$ cat src/rtl/lc3b_types.sv
// ---------------------------------------------------------------------------
// lc3b_types -- shared LC-3b type and constant definitions.
//
// Holds the EXE-stage op codes that select the multi-cycle arithmetic unit,
// the alg_unit FSM state enum, the result-write selector and the iteration
// constants shared by alg_ctrl and alg_unit.
// ---------------------------------------------------------------------------
package lc3b_types;

  typedef logic [15:0] lc3b_word;

  // EXE-stage op_x_bits codes that start the multi-cycle arithmetic unit.
  localparam logic [2:0] op_mul = 3'b101;
  localparam logic [2:0] op_div = 3'b110;

  // Iterations per multiply/divide and the width of the iteration counter.
  // The counter is one bit wider than needed for 0..15 so that the final
  // count of 16 is representable without wrapping.
  localparam int ALG_ITER  = 16;
  localparam int ALG_CNT_W = 5;

  typedef enum logic [1:0] {
    IDLE = 2'd0,
    MUL  = 2'd1,
    DIV  = 2'd2,
    DONE = 2'd3
  } alg_state_t;

  // Which value lands in lo/hi on a completion edge.
  typedef enum logic [2:0] {
    WR_NONE = 3'd0,
    WR_MUL  = 3'd1,  // full 32-bit product
    WR_DIV  = 3'd2,  // quotient / remainder
    WR_DIV0 = 3'd3,  // divide by zero: all-ones quotient, dividend remainder
    WR_ZERO = 3'd4   // multiply by zero short-cut
  } alg_wr_t;

  function automatic logic is_alg_op(input logic [2:0] op);
    return (op == op_mul) || (op == op_div);
  endfunction

endpackage

$ cat src/rtl/alg_ctrl.sv
// ---------------------------------------------------------------------------
// alg_ctrl -- sequencing FSM and iteration counter for alg_unit.
//
// Ports:
//   clk, rst_n   clock, asynchronous active-low reset
//   start, op    EXE-stage request and op code
//   b_zero       operand B is zero (divide-by-zero / multiply-by-zero bypass)
//   mul_early    remaining multiplier bits are zero after this iteration
//   flush        pipeline flush, aborts any operation in flight
//   busy         combinational stall request
//   done         registered one-cycle completion pulse
//   load         latch operands into the datapath this cycle
//   mul_step     datapath performs one shift-add iteration
//   div_step     datapath performs one restoring-division iteration
//   wr_sel       alg_wr_t code: what to write into lo/hi at this edge
//
// Configuration: ALG_EARLY_OUT_EN enables the multiply-by-zero bypass here;
// the datapath supplies mul_early only in that build (tied low otherwise).
// ---------------------------------------------------------------------------
module alg_ctrl
  import lc3b_types::*;
(
  input  logic       clk,
  input  logic       rst_n,
  input  logic       start,
  input  logic [2:0] op,
  input  logic       b_zero,
  input  logic       mul_early,
  input  logic       flush,
  output logic       busy,
  output logic       done,
  output logic       load,
  output logic       mul_step,
  output logic       div_step,
  output logic [2:0] wr_sel
);

  alg_state_t             state_q, state_d;
  logic [ALG_CNT_W-1:0]   cnt_q, cnt_d;
  logic                   done_d;
  alg_wr_t                wr_d;

  logic idle_like;
  logic req;
  logic div0;
  logic mul0;
  logic last_iter;

  assign idle_like = (state_q == IDLE) || (state_q == DONE);
  assign req       = idle_like && start && is_alg_op(op);
  assign div0      = (op == op_div) && b_zero;
`ifdef ALG_EARLY_OUT_EN
  assign mul0      = (op == op_mul) && b_zero;
`else
  assign mul0      = 1'b0;
`endif
  // Completion is decoded when the count is about to reach ALG_ITER.
  assign last_iter = (cnt_q == ALG_CNT_W'(ALG_ITER - 1));

  // A divide by zero completes at the very next edge, so it never stalls.
  assign busy     = (state_q == MUL) || (state_q == DIV) || (req && !div0);
  assign load     = req && !flush;
  assign mul_step = (state_q == MUL);
  assign div_step = (state_q == DIV);
  assign wr_sel   = wr_d;

  always_comb begin
    // NOTE: every signal written here gets a default first, so no path can
    // leave it unassigned and infer a latch.
    state_d = state_q;
    cnt_d   = cnt_q;
    done_d  = 1'b0;
    wr_d    = WR_NONE;
    if (flush) begin
      state_d = IDLE;
      cnt_d   = '0;
    end else begin
      unique case (state_q)
        IDLE, DONE: begin
          cnt_d   = '0;
          state_d = IDLE;
          if (req) begin
            if (div0) begin
              state_d = DONE;
              done_d  = 1'b1;
              wr_d    = WR_DIV0;
            end else if (mul0) begin
              state_d = DONE;
              done_d  = 1'b1;
              wr_d    = WR_ZERO;
            end else begin
              state_d = (op == op_mul) ? MUL : DIV;
            end
          end
        end
        MUL: begin
          cnt_d = cnt_q + 1'b1;
          if (last_iter || mul_early) begin
            state_d = DONE;
            done_d  = 1'b1;
            wr_d    = WR_MUL;
          end
        end
        DIV: begin
          cnt_d = cnt_q + 1'b1;
          if (last_iter) begin
            state_d = DONE;
            done_d  = 1'b1;
            wr_d    = WR_DIV;
          end
        end
        default: state_d = IDLE;
      endcase
    end
  end

  // NOTE: sequential state uses non-blocking assignments so every register
  // samples the pre-edge values regardless of statement order.
  always_ff @(posedge clk or negedge rst_n) begin
    if (!rst_n) begin
      state_q <= IDLE;
      cnt_q   <= '0;
      done    <= 1'b0;
    end else begin
      state_q <= state_d;
      cnt_q   <= cnt_d;
      done    <= done_d;
    end
  end

endmodule

$ cat src/rtl/alg_unit.sv
// ---------------------------------------------------------------------------
// alg_unit -- multi-cycle unsigned 16x16 multiply / 16/16 divide unit.
//
// Ports:
//   clk, rst_n   clock, asynchronous active-low reset
//   start        EXE-stage load_alg_reg
//   op           EXE-stage op_x_bits (op_mul / op_div, others ignored)
//   a, b         operands: multiplicand/dividend, multiplier/divisor
//   flush        pipeline flush, aborts an operation in flight
//   busy         combinational pipeline stall request
//   done         registered one-cycle pulse when lo/hi are freshly written
//   lo           product[15:0] or quotient
//   hi           product[31:16] or remainder
//
// Sequencing lives in alg_ctrl; this module holds the shift-add multiplier,
// the restoring divider and the lo/hi result registers.
//
// Configuration: define ALG_EARLY_OUT_EN to end a multiply as soon as the
// remaining multiplier bits are zero (and short-cut b == 0).
// ---------------------------------------------------------------------------
module alg_unit
  import lc3b_types::*;
(
  input  logic        clk,
  input  logic        rst_n,
  input  logic        start,
  input  logic [2:0]  op,
  input  logic [15:0] a,
  input  logic [15:0] b,
  input  logic        flush,
  output logic        busy,
  output logic        done,
  output logic [15:0] lo,
  output logic [15:0] hi
);

  logic       load, mul_step, div_step, mul_early;
  logic [2:0] wr_sel;
  alg_wr_t    wr;

  // Multiplier: product accumulates in acc while the multiplicand shifts
  // left and the multiplier shifts right, one bit per iteration.
  logic [31:0] acc, mcand, acc_nx;
  lc3b_word    mplier;

  // Restoring divider: quot starts as the dividend and shifts its bits into
  // rem from the top while quotient bits enter from the bottom.
  lc3b_word    rem, quot, divisor, rem_nx, quot_nx, diff;
  logic [16:0] shifted;
  logic        fits;

  assign wr = alg_wr_t'(wr_sel);

  assign acc_nx  = mplier[0] ? (acc + mcand) : acc;

  assign shifted = {rem, quot[15]};
  assign fits    = (shifted >= {1'b0, divisor});
  // When the trial subtraction fits, the true difference is below divisor,
  // so the low 16 bits are exact.
  assign diff    = shifted[15:0] - divisor;
  assign rem_nx  = fits ? diff : shifted[15:0];
  assign quot_nx = {quot[14:0], fits};

`ifdef ALG_EARLY_OUT_EN
  assign mul_early = ~|mplier[15:1];
`else
  assign mul_early = 1'b0;
`endif

  alg_ctrl u_ctrl (
    .clk       (clk),
    .rst_n     (rst_n),
    .start     (start),
    .op        (op),
    .b_zero    (~|b),
    .mul_early (mul_early),
    .flush     (flush),
    .busy      (busy),
    .done      (done),
    .load      (load),
    .mul_step  (mul_step),
    .div_step  (div_step),
    .wr_sel    (wr_sel)
  );

  // NOTE: the working registers are reset too, so a reset mid-operation
  // leaves no stale partial result behind.
  always_ff @(posedge clk or negedge rst_n) begin
    if (!rst_n) begin
      acc     <= '0;
      mcand   <= '0;
      mplier  <= '0;
      rem     <= '0;
      quot    <= '0;
      divisor <= '0;
    end else if (load) begin
      acc     <= '0;
      mcand   <= {16'h0000, a};
      mplier  <= b;
      rem     <= '0;
      quot    <= a;
      divisor <= b;
    end else begin
      if (mul_step) begin
        acc    <= acc_nx;
        mcand  <= mcand << 1;
        mplier <= mplier >> 1;
      end
      if (div_step) begin
        rem  <= rem_nx;
        quot <= quot_nx;
      end
    end
  end

  // Results change only on a completion edge; flushes and ignored starts
  // leave them untouched.
  always_ff @(posedge clk or negedge rst_n) begin
    if (!rst_n) begin
      lo <= '0;
      hi <= '0;
    end else begin
      unique case (wr)
        WR_MUL: begin
          lo <= acc_nx[15:0];
          hi <= acc_nx[31:16];
        end
        WR_DIV: begin
          lo <= quot_nx;
          hi <= rem_nx;
        end
        WR_DIV0: begin
          lo <= 16'hFFFF;
          hi <= a;
        end
        WR_ZERO: begin
          lo <= '0;
          hi <= '0;
        end
        default: ;
      endcase
    end
  end

endmodule

$ cat config.mk
export PLATFORM = sky130hd
export DESIGN_NAME = alg_unit
export DESIGN_NICKNAME = d
export VERILOG_FILES = /design/src/rtl/lc3b_types.sv /design/src/rtl/alg_ctrl.sv /design/src/rtl/alg_unit.sv
export SDC_FILE = /design/constraint.sdc
export NUM_CORES = 1
export LEC_CHECK = 0
export ABC_AREA = 1
export CAP_MARGIN = 20
export CORE_MARGIN = 4
export CORE_UTILIZATION = 50
export CTS_BUF_LIST = sky130_fd_sc_hd__clkbuf_8
export CTS_CLUSTER_DIAMETER = 30
export DETAILED_ROUTE_END_ITERATION = 10
export PLACE_DENSITY = 0.78
export SYNTH_ARGS = -nofsm -noshare
export SYNTH_HDL_FRONTEND = slang
export SYNTH_HIERARCHICAL = 1
export SYNTH_SLANG_ARGS = --single-unit
$ cat constraint.sdc
create_clock -name clk -period 7.6 [get_ports clk]
set_clock_uncertainty 0.15 [all_clocks]
set_input_delay 1.14 -clock clk [delete_from_list [all_inputs] [get_ports clk]]
set_output_delay 1.14 -clock clk [all_outputs]
set_load 0.05 [all_outputs]
Yosys cells after proc, flatten, opt, wreduce, memory -nomap -nowiden

Index checks and enable logic that the tools add are counted.

Register bits after elaboration: 168
Input port bits: 39
Output and inout bits: 34
Logic and storage cells: 78

Add/subtract/negate cells: 3
Magnitude comparators: 1
Equal/unequal tests: 11
Mux-type cells: 33
Reduce and logical (&&, ||, !) cells: 19

Operators by type and width:

| cell                  | count |
|---|---|
| $mux W32              | 5 |
| $pmux W16 S4          | 2 |
| $mux W16              | 7 |
| $add A32 B32 Y32      | 1 |
| $ge A17 B16 Y1        | 1 |
| $reduce_or A16 Y1     | 1 |
| $sub A16 B16 Y16      | 1 |
| $mux W2               | 7 |
| $pmux W5 S2           | 1 |
| $eq A3 B3 Y1 const B  | 3 |
| $pmux W3 S3           | 1 |
| $eq A3 B2 Y1 const B  | 2 |
| $mux W3               | 2 |
| $add A5 B1 Y5 const B | 1 |
| $eq A5 B4 Y1 const B  | 1 |
| $logic_and A1 B1 Y1   | 5 |
| $mux W1               | 5 |
| $mux W5               | 1 |
| $eq A2 B2 Y1 const B  | 2 |
| $logic_or A1 B1 Y1    | 4 |
| $pmux W2 S2           | 1 |
| $reduce_bool A2 Y1    | 2 |
| $reduce_bool A4 Y1    | 1 |
| $reduce_or A2 Y1      | 2 |
| 6 further kinds       | 8 |

Longest topological paths before layout

Gate-level depths: netlist of run 1.

Depth in word-level cells: 9
Gate-level depth with buffers: 17
Mapped depth without buffers: 16

Hierarchy

Netlist of run 1, hierarchy kept.

Modules (own cells, without submodules):

| module   | times used | cells an instance | area each (um2) | sequential area each (um2) |
|---|---|---|---|---|
| alg_unit | 1          | 1557              | 10721.5         | 4003.8 |
| alg_ctrl | 1          | 72                | 509.2           | 200.2 |

Least setup slack after synthesis of run 1

No wires, ideal clock.

Path kind: input-to-output
Start point: input op[0]
End point: output busy
Arrival time: 2.537 ns
Data required time: 6.310 ns
Path slack: 3.773 ns
Stages: 6
Buffers on the path: 0
Cells stage by stage: inv_1 nor2_1 nand2_1 nand2_1 nand3_1 o21ai_0

Longest elaborated chain between the ends: 5
Elaborated cells between the ends (all ways): 8
Those cells by class: eq/ne: 2; reduce/logical: 6

RTL lines:

| element                                                          | RTL line                         | RTL |
|---|---|---|
| start: declaration                                               | alg_unit.sv:27                   | `input logic [2:0] op,` |
| $eq A3 B3 Y1, on equally long branches                           | lc3b_types.sv:39, alg_ctrl.sv:51 |  |
| $logic_or A1 B1 Y1 / $logic_and A1 B1 Y1 (equally long branches) | lc3b_types.sv:39, alg_ctrl.sv:51 |  |
| $logic_and A1 B1 Y1 / $logic_not A1 Y1 (equally long branches)   | alg_ctrl.sv:50, alg_ctrl.sv:61   |  |
| $logic_and A1 B1 Y1 (*)                                          | alg_ctrl.sv:61                   | `assign busy = (state_q == MUL) \|\| (state_q == DIV) \|\| (req && !div0);` |
| $logic_or A1 B1 Y1 (*)                                           | alg_ctrl.sv:61                   |  |
| end: declaration                                                 | alg_unit.sv:31                   | `output logic busy,` |

Every way passes the cells marked *; elsewhere a longest branch is shown, timed or not.

Worst setup path in the final report of run 1

Start point: input b[7]
End point: register hi[0]

Longest elaborated chain between the ends: 9
Elaborated cells between the ends (all ways): 13
Those cells by class: eq/ne: 4; mux: 5; reduce/logical: 4

RTL lines:

| element                                                   | RTL line        | RTL |
|---|---|---|
| start: declaration                                        | alg_unit.sv:29  | `input logic [15:0] b,` |
| $reduce_or A16 Y1 (*)                                     | alg_unit.sv:75  | `.b_zero (~\|b),` |
| $logic_not A1 Y1 (*)                                      | alg_unit.sv:75  |  |
| $logic_and A1 B1 Y1 (*)                                   | alg_ctrl.sv:51  | `assign div0 = (op == op_div) && b_zero;` |
| $mux W2 (*)                                               | alg_ctrl.sv:83  | `if (div0) begin` |
| $mux W3 (*)                                               | alg_ctrl.sv:82  | `if (req) begin` |
| $pmux W3 S3 (*)                                           | alg_ctrl.sv:78  | `unique case (state_q)` |
| $mux W3 (*)                                               | alg_ctrl.sv:74  | `if (flush) begin` |
| net wr[0]                                                 | alg_unit.sv:39  | `alg_wr_t wr;` |
| $eq A3 B3 Y1 (tied with other cells)                      | alg_unit.sv:123 | `unique case (wr)` |
| $pmux W16 S4 / $reduce_bool A4 Y1 (equally long branches) | -               |  |
| end signal: assignment                                    | alg_unit.sv:126 | `hi <= acc_nx[31:16];` |
| end signal: assignment                                    | alg_unit.sv:130 | `hi <= rem_nx;` |
| end: declaration                                          | alg_unit.sv:34  | `output logic [15:0] hi` |

The timed path passes the listed nets; every way through them passes the cells marked *.
A chain may end at the register's enable or synchronous reset.

==> metrics list, run 1 <==
- Status: finished clean
* Overall die width: between 150 and 200 µm
- The die covers approximately 0.025 mm².
* Remaining antenna violation count after routing: 0
- The clock network accounts for about a tenth of the total power.
- Final period utilization: roughly three fifths
- Finished Layout Cells: just under 2000
- In this run the deepest clock path goes through 2 buffers.
- Counting the fill cells in the layout gives between 2000 and 2500.
- For this block, the via count after detailed routing is between 10000 and 15000.
- Avg Inst Size Synth: 6.89 µm²
- Number of library cell types mapped by synthesis: 45
- In the routed design, unresolved DRC markers number 0.
* Sink Count: ~170
- For this run, the total global-route usage over all layers was measured as a little over a quarter.
- The number of clock buffers added by TritonCTS is 17.
- The critical path starts at b[7].
- The synthesized netlist devotes a little over an eighth of its cell area to compound gates.
- Cells fill 57.3% of the core in the end.
* Time the final worst path needs with I/O delays and setup: around 4600 ps
- Yosys reg bits: roughly 170
- STA classifies the critical path startpoint as a primary input.
- Synthesis produced a netlist whose cell count is roughly 1600.
- Final worst-path setup slack: 3010 ps
- Global routing finished with a remaining overflow of 0.
* Number of antenna violations at the first check in global routing: 0
- By startpoint and endpoint, the worst setup path is classified as primary input to flop.
* Switching fraction of total power: 53.7%
- Buffers on Ports: around 70
- The region available for standard cell placement spans around 0.022 mm².
* Maximum ir drop on the vdd rail: just over 0.3 mV
* Yosys warns: 6
* Sequential area share after synthesis: around 37%
- Across the whole layout, storage elements account for ~0.0042 mm².
- Depth of the CTS H-tree: 4
- The number of antenna diodes in the final layout is 0.
* Relative slew slack: 30.4%
- The final number of hold-violating endpoints was 0.
* Mux contribution to synthesized area: 0%
- At the worst endpoint, the arrival time is slightly below 5000 ps.
* Total power density per cell area: between 500 and 600 mW/mm²
- The initial utilization of the core area, before any placement, comes to 51.1%.
- Beginning of the worst register-to-register path: u_ctrl/state_q[1]
* Clk slew on worst S/H paths: ~90 ps
- First-pass GRT wire length: ~52000 µm
* DP Wirelength: around 25000 µm
* Total routed wirelength: ~32000 µm
- Of the total synthesized cell area, the portion taken by full adders, half adders and majority gates is under 10%.
- Fraction of synthesized cell area in xor and xnor cells: 1.40%
- In this run the post-CTS setup repair buffer count came out at 0.
- Vias in the first global route: ~10000
- Pre-CTS worst setup slack: about 2600 ps
- After the last flow step, the layout net total stands at around 1800.
- Entering global routing, the biggest net connects 87 pins.
* Clk Latency, worst-skew pair: around 460 ps
- Combined area of all synthesized cells: approximately 0.011 mm²
* Max capacitance violation total: 0
- Gpl congestion: ~0.93
- The initialized floorplan defines 54 standard-cell rows.
- For this design the top-level I/O count stands at 73.
- The number of max-slew violations in the final report came to 0.
- After detailed routing, the number of vias per cell comes to ~5.5.
- In this run the static leakage power is about 6.6 nW.
- The finished cells cover approximately 0.013 mm².
* Overall die height: roughly 160 µm
* Highest achievable clock rate: 218 MHz
* Sequential share of power: between 20% and 30%
- Internal power comes to between 0.002 and 0.003 W.
- After synthesis, the largest family of logic cells by area is simple AND/OR/NAND/NOR gates.
- Initial DRC Count: about 1100
- Simple-gate share of the synthesized area: 29.2%
* Cell Area, Placed: 0.0122 mm²
- RSZ-0062 raised after global routing: false
- Average detailed-routed wire length per instance: 16.4 µm
* Element type at the critical path end: flop
- Adding up every negative setup slack in the final design gives 0 ps.
- At the pin with the least slew margin, the transition time is around 1000 ps.
- The first TritonRoute pass finished after 6 iterations.
- Counting tap cells, the placed design contains a total of between 1500 and 2000 instances.
* TritonCTS clock tree: built
- The startpoint identified for the worst hold timing path is u_ctrl/cnt_q[0].
- Highest fanout seen on the critical path: 32
- Count of endpoints failing setup in the final report: 0
- Gates resized during post-CTS repair numbered 0.
* CTS Root Cell: sky130_fd_sc_hd__clkbuf_8
- Post-cts hold buffer count: 0
- P_sw: about 0.0034 W
- Fraction of layout cells with a size suffix above 1: between 5 and 6%
- The multi-input combinational cells in the finished layout cover a total of between 0.005 and 0.006 mm².
* Worst min-delay path class: flop to flop
* Net Count, Synth: approximately 1700
- Relative to the synthesized area, the layout overhead comes to 12.1%.
- Share of total power in combinational logic: 64.8%
- Worst endpoint required time: a little under 8000 ps
[synth_stat cells, drive strengths merged]
master    n  area [µm²]
o211ai   21         158
or2       7        46.3
ha       51         638
clkinv    3        11.3
o21a      1        7.51
clkbuf   34         128
a21oi    89         483
xor2      5        43.8
buf      13        83.8
and2      2        12.5
nand3b    3        22.5
nand2   467        1800
a22o      2        17.5
nor3      8        50.1
nand3   162         811
o221ai   29         254
conb      2        7.51
a22oi     1        7.51
o22ai    16         100
nor2    111         442
dfrtp   168        4200
inv     314        1180
o21ai    83         415
o22a      4        35.0
fa        2        40.0
nor3b     1        7.51
o21bai    3        22.5
nand4     8        50.1
and3      2        12.5
xnor2    13         114
nor4      4        25.0
[cell families after synthesis]
family | Yosys count
AND/OR/NAND/NOR | 775
other | 2
AO/OA/AOI/OAI | 249
flip-flops | 168
buffers and inverters | 364
adder cells (fa/ha/maj) | 53
XOR/XNOR | 18
[final timing paths]
kind | cells past startpoint | slack [ps] | endpoint
worst min-delay path | 1 | 310 | u_ctrl/cnt_q[0]
worst max-delay path | 14 | 3010 | hi[0]
worst max register to register | 12 | 3870 | hi[0]
worst min register to register | 1 | 310 | u_ctrl/cnt_q[0]
min in group asynchronous | 1 | 590 | u_ctrl/done
max in group asynchronous | 3 | 5540 | mplier[10]
[cells in the final DEF, fill, tap and decap left out, types with 3 or more instances in the layout]
master and count:
sky130_fd_sc_hd__o21ai_0 79, sky130_fd_sc_hd__o221ai_1 29, sky130_fd_sc_hd__clkinv_1 3, sky130_fd_sc_hd__nand4_1 8, sky130_fd_sc_hd__nor2_4 3, sky130_fd_sc_hd__a21oi_1 79
sky130_fd_sc_hd__dfrtp_1 168, sky130_fd_sc_hd__o21bai_1 3, sky130_fd_sc_hd__nand3b_1 3, sky130_fd_sc_hd__nand2_2 12, sky130_fd_sc_hd__o22a_1 4, sky130_fd_sc_hd__nor3_1 6
sky130_fd_sc_hd__a21oi_2 10, sky130_fd_sc_hd__nand2_1 453, sky130_fd_sc_hd__clkdlybuf4s50_1 71, sky130_fd_sc_hd__or2_2 5, sky130_fd_sc_hd__inv_6 4, sky130_fd_sc_hd__xor2_1 5
sky130_fd_sc_hd__xnor2_1 13, sky130_fd_sc_hd__o211ai_1 21, sky130_fd_sc_hd__clkinv_2 3, sky130_fd_sc_hd__o21ai_1 4, sky130_fd_sc_hd__nor2_2 7, sky130_fd_sc_hd__inv_1 312
sky130_fd_sc_hd__ha_1 51, sky130_fd_sc_hd__nor4_1 4, sky130_fd_sc_hd__buf_4 8, sky130_fd_sc_hd__clkbuf_8 19, sky130_fd_sc_hd__o22ai_1 16, sky130_fd_sc_hd__nand3_1 162
sky130_fd_sc_hd__nor2_1 101
[area by class of cell]
class | count | area share (%)
clock buffers | 19 | 2.08
multi-input cells | 1097 | 44.8
clock inverters | 13 | 0.944
well taps | 280 | 2.78
flip-flops and latches | 168 | 33.4
inverters | 317 | 9.49
repair buffers | 82 | 6.55
[per-layer routing]
metal	part of all wire, %	vias to the layer above	GRT usage [%]
met2	47	458	42.0
li1	-	5288	-
met3	6.8	69	3.77
met1	44	5022	36.7
met5	0	-	0
met4	3.0	0	8.73
[through the flow]
stage,hold WS [ps],total power [W]
finish,312,0.00632
detailed placement,307,0.00562
global route,355,0.00686
global placement,292,0.00552
floorplan,279,0.00453
CTS,318,0.00626
[power groups by stage]
stage          Clock (W)  Combinational, W  Sequential, W
2_1_floorplan          0           0.00273        0.00180
3_3_place_gp           0           0.00392        0.00160
3_5_place_dp           0           0.00401        0.00160
4_1_cts         0.000626           0.00404        0.00159
5_1_grt         0.000670           0.00455        0.00164
6_report        0.000621           0.00410        0.00160
[critical path: stages]
cell                              delay (ps)
sky130_fd_sc_hd__clkdlybuf4s50_1         520
sky130_fd_sc_hd__nor4_1                  210
sky130_fd_sc_hd__nand2_1                 180
sky130_fd_sc_hd__nor2_1                  220
sky130_fd_sc_hd__inv_1                    60
sky130_fd_sc_hd__a21oi_1                 130
sky130_fd_sc_hd__nand2_1                 110
sky130_fd_sc_hd__nor2_1                  250
sky130_fd_sc_hd__a21oi_1                 140
sky130_fd_sc_hd__a21oi_2                 580
sky130_fd_sc_hd__inv_1                   670
sky130_fd_sc_hd__or2_2                   490
sky130_fd_sc_hd__nand2_1                  70
sky130_fd_sc_hd__inv_1                    40
[state kept, by name (all words and copies together), names as in the netlist]
name / count
acc: 32
divisor: 16
hi: 16
lo: 16
mcand: 32
mplier: 16
quot: 16
rem: 16
u_ctrl/cnt_q: 5
u_ctrl/done: 1
u_ctrl/state_q: 2
(Power assumes the default switching activity.)
==> inputs of run 2 (changes only) <==
==> constraint.sdc (replaced) <==
create_clock -name clk -period 4.72 [get_ports clk]
set_clock_uncertainty 0.15 [all_clocks]
set_input_delay 0.708 -clock clk [delete_from_list [all_inputs] [get_ports clk]]
set_output_delay 0.708 -clock clk [all_outputs]
set_load 0.05 [all_outputs]
==> run 2 against run 1 <==
Flip-flop and latch count unchanged. Cell count grew 0.20%. Clock power is 84% higher. Total power rose by 63%. Sequential share of layout area decreased by 0.17 points. Global-route usage grew 0.67 points. Combinational power rose by 61%. Register-to-register slack worse by 2500 ps. Non-clock buffer count is 4 higher. Wire length is 0.66% higher. Utilization is 0.30 points higher. Worst setup slack got worse by 2000 ps.
==> metrics list, run 2 (synthesis results as in run 1) <==
- The layout net count came to 1779 (was 1775).
- Critical path type: primary input to primary output (was primary input to flop)
- Top-level port count: 73 (unchanged)
- The clock latency at the later pin of the worst-skew pair came to 480 ps (was 460 ps).
* Buffers inserted during post-CTS setup optimization: 0 (unchanged)
- Worst endpoint required time: 3860 ps (was 7810 ps)
- The antenna diode count was 0 (unchanged).
* Reg2Reg Setup Slack: 1410 ps (was 3870 ps)
- Residual DRC: 0 (unchanged)
- The width of the die came to 158 µm (unchanged).
- Sink Count: 168 (unchanged)
* Global Route Usage Sum: 26.9% (was 26.2%)
* Worst setup path startpoint: b[10] (was b[7])
- The number of iterations in the first detailed-routing pass is 5 (was 6).
- The post-detailed-route count of antenna-violating nets is 0 (unchanged).
- Relative slew slack: 41.5% (was 30.4%)
- The proportion of power drawn by the clock network came to 11.0% (was 9.8%).
* Share of total power in combinational logic: 64.2% (was 64.8%)
- Slowest stage cell, crit path: sky130_fd_sc_hd__clkdlybuf4s50_1 (was sky130_fd_sc_hd__inv_1)
* Highest cell delay on the worst timing path: 730 ps (was 670 ps)
* Worst min-delay path class: primary input to async pin (was flop to flop)
- The power per cell area came to 815 mW/mm² (was 502 mW/mm²).
* Leading cell types in the layout, fill and taps excluded: sky130_fd_sc_hd__nand2_1 (453), sky130_fd_sc_hd__inv_1 (311), sky130_fd_sc_hd__dfrtp_1 (168) (was sky130_fd_sc_hd__nand2_1 (453), sky130_fd_sc_hd__inv_1 (312), sky130_fd_sc_hd__dfrtp_1 (168))
- RSZ-0062 raised after global routing: false (unchanged).
* Gpl congestion: 0.959 (was 0.932)
- The switching part of the total is 53.2% (was 53.7%).
* Routed via count: 10800 (about the same)
- The number of max-slew violations in the final report is 0 (unchanged).
- The count of hold-fix buffers inserted at cts was 0 (unchanged).
- Count of endpoints failing setup in the final report: 0 (unchanged)
- The measured slew at the worst slew-check pin was 876 ps (was 1040 ps).
- Max capacitance violation total: 0 (unchanged)
- The global route total overflow is 0 (unchanged).
- Largest net degree at the start of global routing: 95 (was 87)
- The final instance count without filler cells came to 1980 (was 1976).
- Overall die height: 158 µm (unchanged)
- Initial DRC Count: 948 (was 1130)
- The power dissipated by switching net loads was 0.00549 W (was 0.00340 W).
- The count of input and output buffers is 72 (unchanged).
* Critical path launch point type: primary input (unchanged)
- First-pass GRT wire length: 52700 µm (was 51700 µm)
- Beginning of the worst register-to-register path: u_ctrl/state_q[1] (unchanged)
- Design Power: 0.0103 W (was 0.00632 W)
* Most numerous cell on the critical path: sky130_fd_sc_hd__clkdlybuf4s50_1
- Count of endpoints failing hold in the final timing report: 0 (unchanged)
- The sequential cell fraction of total power came to 24.8% (was 25.3%).
* Number of antenna violations at the first check in global routing: 0 (unchanged)
* Depth of the CTS H-tree: 4 (unchanged)
* Highest fanout seen on the critical path: 2 (was 32)
- Standard-cell row count: 54 (unchanged)
* Cell internal pwr: 0.00483 W (was 0.00293 W)
- Worst hold slack across all endpoints: 153 ps (was 312 ps)
* Post-CTS sizing: 0 (unchanged)
- The cell at the root of the clock tree was sky130_fd_sc_hd__clkbuf_8 (unchanged).
* Standby leakage power: 6.62 nW (was 6.59 nW)
* Total routed wirelength: 32600 µm (was 32400 µm)
- Starting Density: 51.1% (unchanged)
- The core area came to 0.0220 mm² (unchanged).
- Ordered list of cells on the worst path: clkdlybuf4s50_1 -> nor4_1 -> nand2_1 -> nor2_1 -> nand4_1 -> inv_1 -> o21ai_0 -> clkdlybuf4s50_1 (was clkdlybuf4s50_1 -> nor4_1 -> nand2_1 -> nor2_1 -> inv_1 -> a21oi_1 -> nand2_1 -> nor2_1 -> a21oi_1 -> a21oi_2 -> inv_1 -> or2_2 -> nand2_1 -> inv_1)
* Number of placed instances, taps included: 1947 (was 1942)
- Signed area change from the synthesized netlist to the final layout: 12.7% (was 12.1%)
- The most frequent standard cell in the layout excluding fill and tap cells was sky130_fd_sc_hd__nand2_1 (unchanged).
- Die area: 0.0249 mm² (unchanged)
- The number of buffers added by the clock tree synthesis step came to 17 (unchanged).
* Top Registers: acc (32), mcand (32) (unchanged)
* Highest achievable clock rate: 268 MHz
- TritonCTS clock tree: built (unchanged)
- The setup TNS was 0 ps (unchanged).
* Average vias per placed instance: 5.45 (was 5.48)
- The final critical path takes up 79.1% of the cycle.
- Buffer levels on the longest clock path: 2 (unchanged)
* Vias in the first global route: 10300 (was 10100)
- Maximum ir drop on the vdd rail: 0.474 mV (was 0.305 mV)
- Worst endpoint data arrival time: 2870 ps (was 4810 ps)
* DP Wirelength: 25800 µm (was 24800 µm)
- The kind of capture point of the worst setup path is a primary output (was flop).
* Average detailed-routed wire length per instance: 16.5 µm (was 16.4 µm)
* Fillcell total: 2087 (was 2002)
- Multi-input gate area: 0.00564 mm² (unchanged)
- The share of cells above drive strength 1 is 5.41% (was 5.13%).
- Clk slew on worst S/H paths: 90 ps (about the same)
* Time the final worst path needs with I/O delays and setup: about 3700 ps
- FF+latch area: 0.00420 mm² (unchanged)
- Status: finished clean (unchanged)
[run 2: metrics by stage]
step | instance area (µm²) | util (%) | setup WS, ps
final | 12700 | 57.6 | 988
after global routing | 12700 | 57.6 | 666
after CTS | 12600 | 57.6 | 858
after detailed placement | 12200 | 55.6 | 360
after global placement | 12200 | 55.6 | 426
after floorplan | 11200 | - | 1760
[run 2: worst max-delay path, delay by kind of cell]
| kind | cells | cell delay, ps |
|---|---|---|
| AND/OR/NAND/NOR | 4 | 820 |
| AO/OA/AOI/OAI | 1 | 90 |
| buffers and inverters | 3 | 1240 |
[run 2: cell type report]
cell class	instances	share of cell area [%]
inverter	317	9.44
multi-input combinational	1097	44.5
clock buffer	18	1.96
timing repair buffer	86	6.59
tap	280	2.77
sequential	168	33.2
clock inverter	14	1.49
[run 2: power groups by stage]
stage	logic [W]	registers, W	clock network (W)
2_1_floorplan	0.00440	0.00290	0
3_3_place_gp	0.00637	0.00256	0
3_5_place_dp	0.00650	0.00258	0
4_1_cts	0.00655	0.00255	0.00115
5_1_grt	0.00739	0.00262	0.00121
6_report	0.00662	0.00256	0.00114
[run 2: worst paths after layout]
kind | cells past startpoint | end
min | 1 | quot[15]
max reg2reg | 12 | hi[11]
min reg2reg | 1 | u_ctrl/cnt_q[0]
max | 8 | busy
max in group asynchronous | 2 | acc[17]
min in group clk | 1 | u_ctrl/cnt_q[0]
[run 2: layer usage]
layer  part of all wire (%)  up-vias  GRT usage, %
met4                    2.4        0          7.82
met5                      0        -             0
li1                       -     5310             -
met1                     43     5032          36.6
met2                     48      389          45.0
met3                    6.3       58          3.69
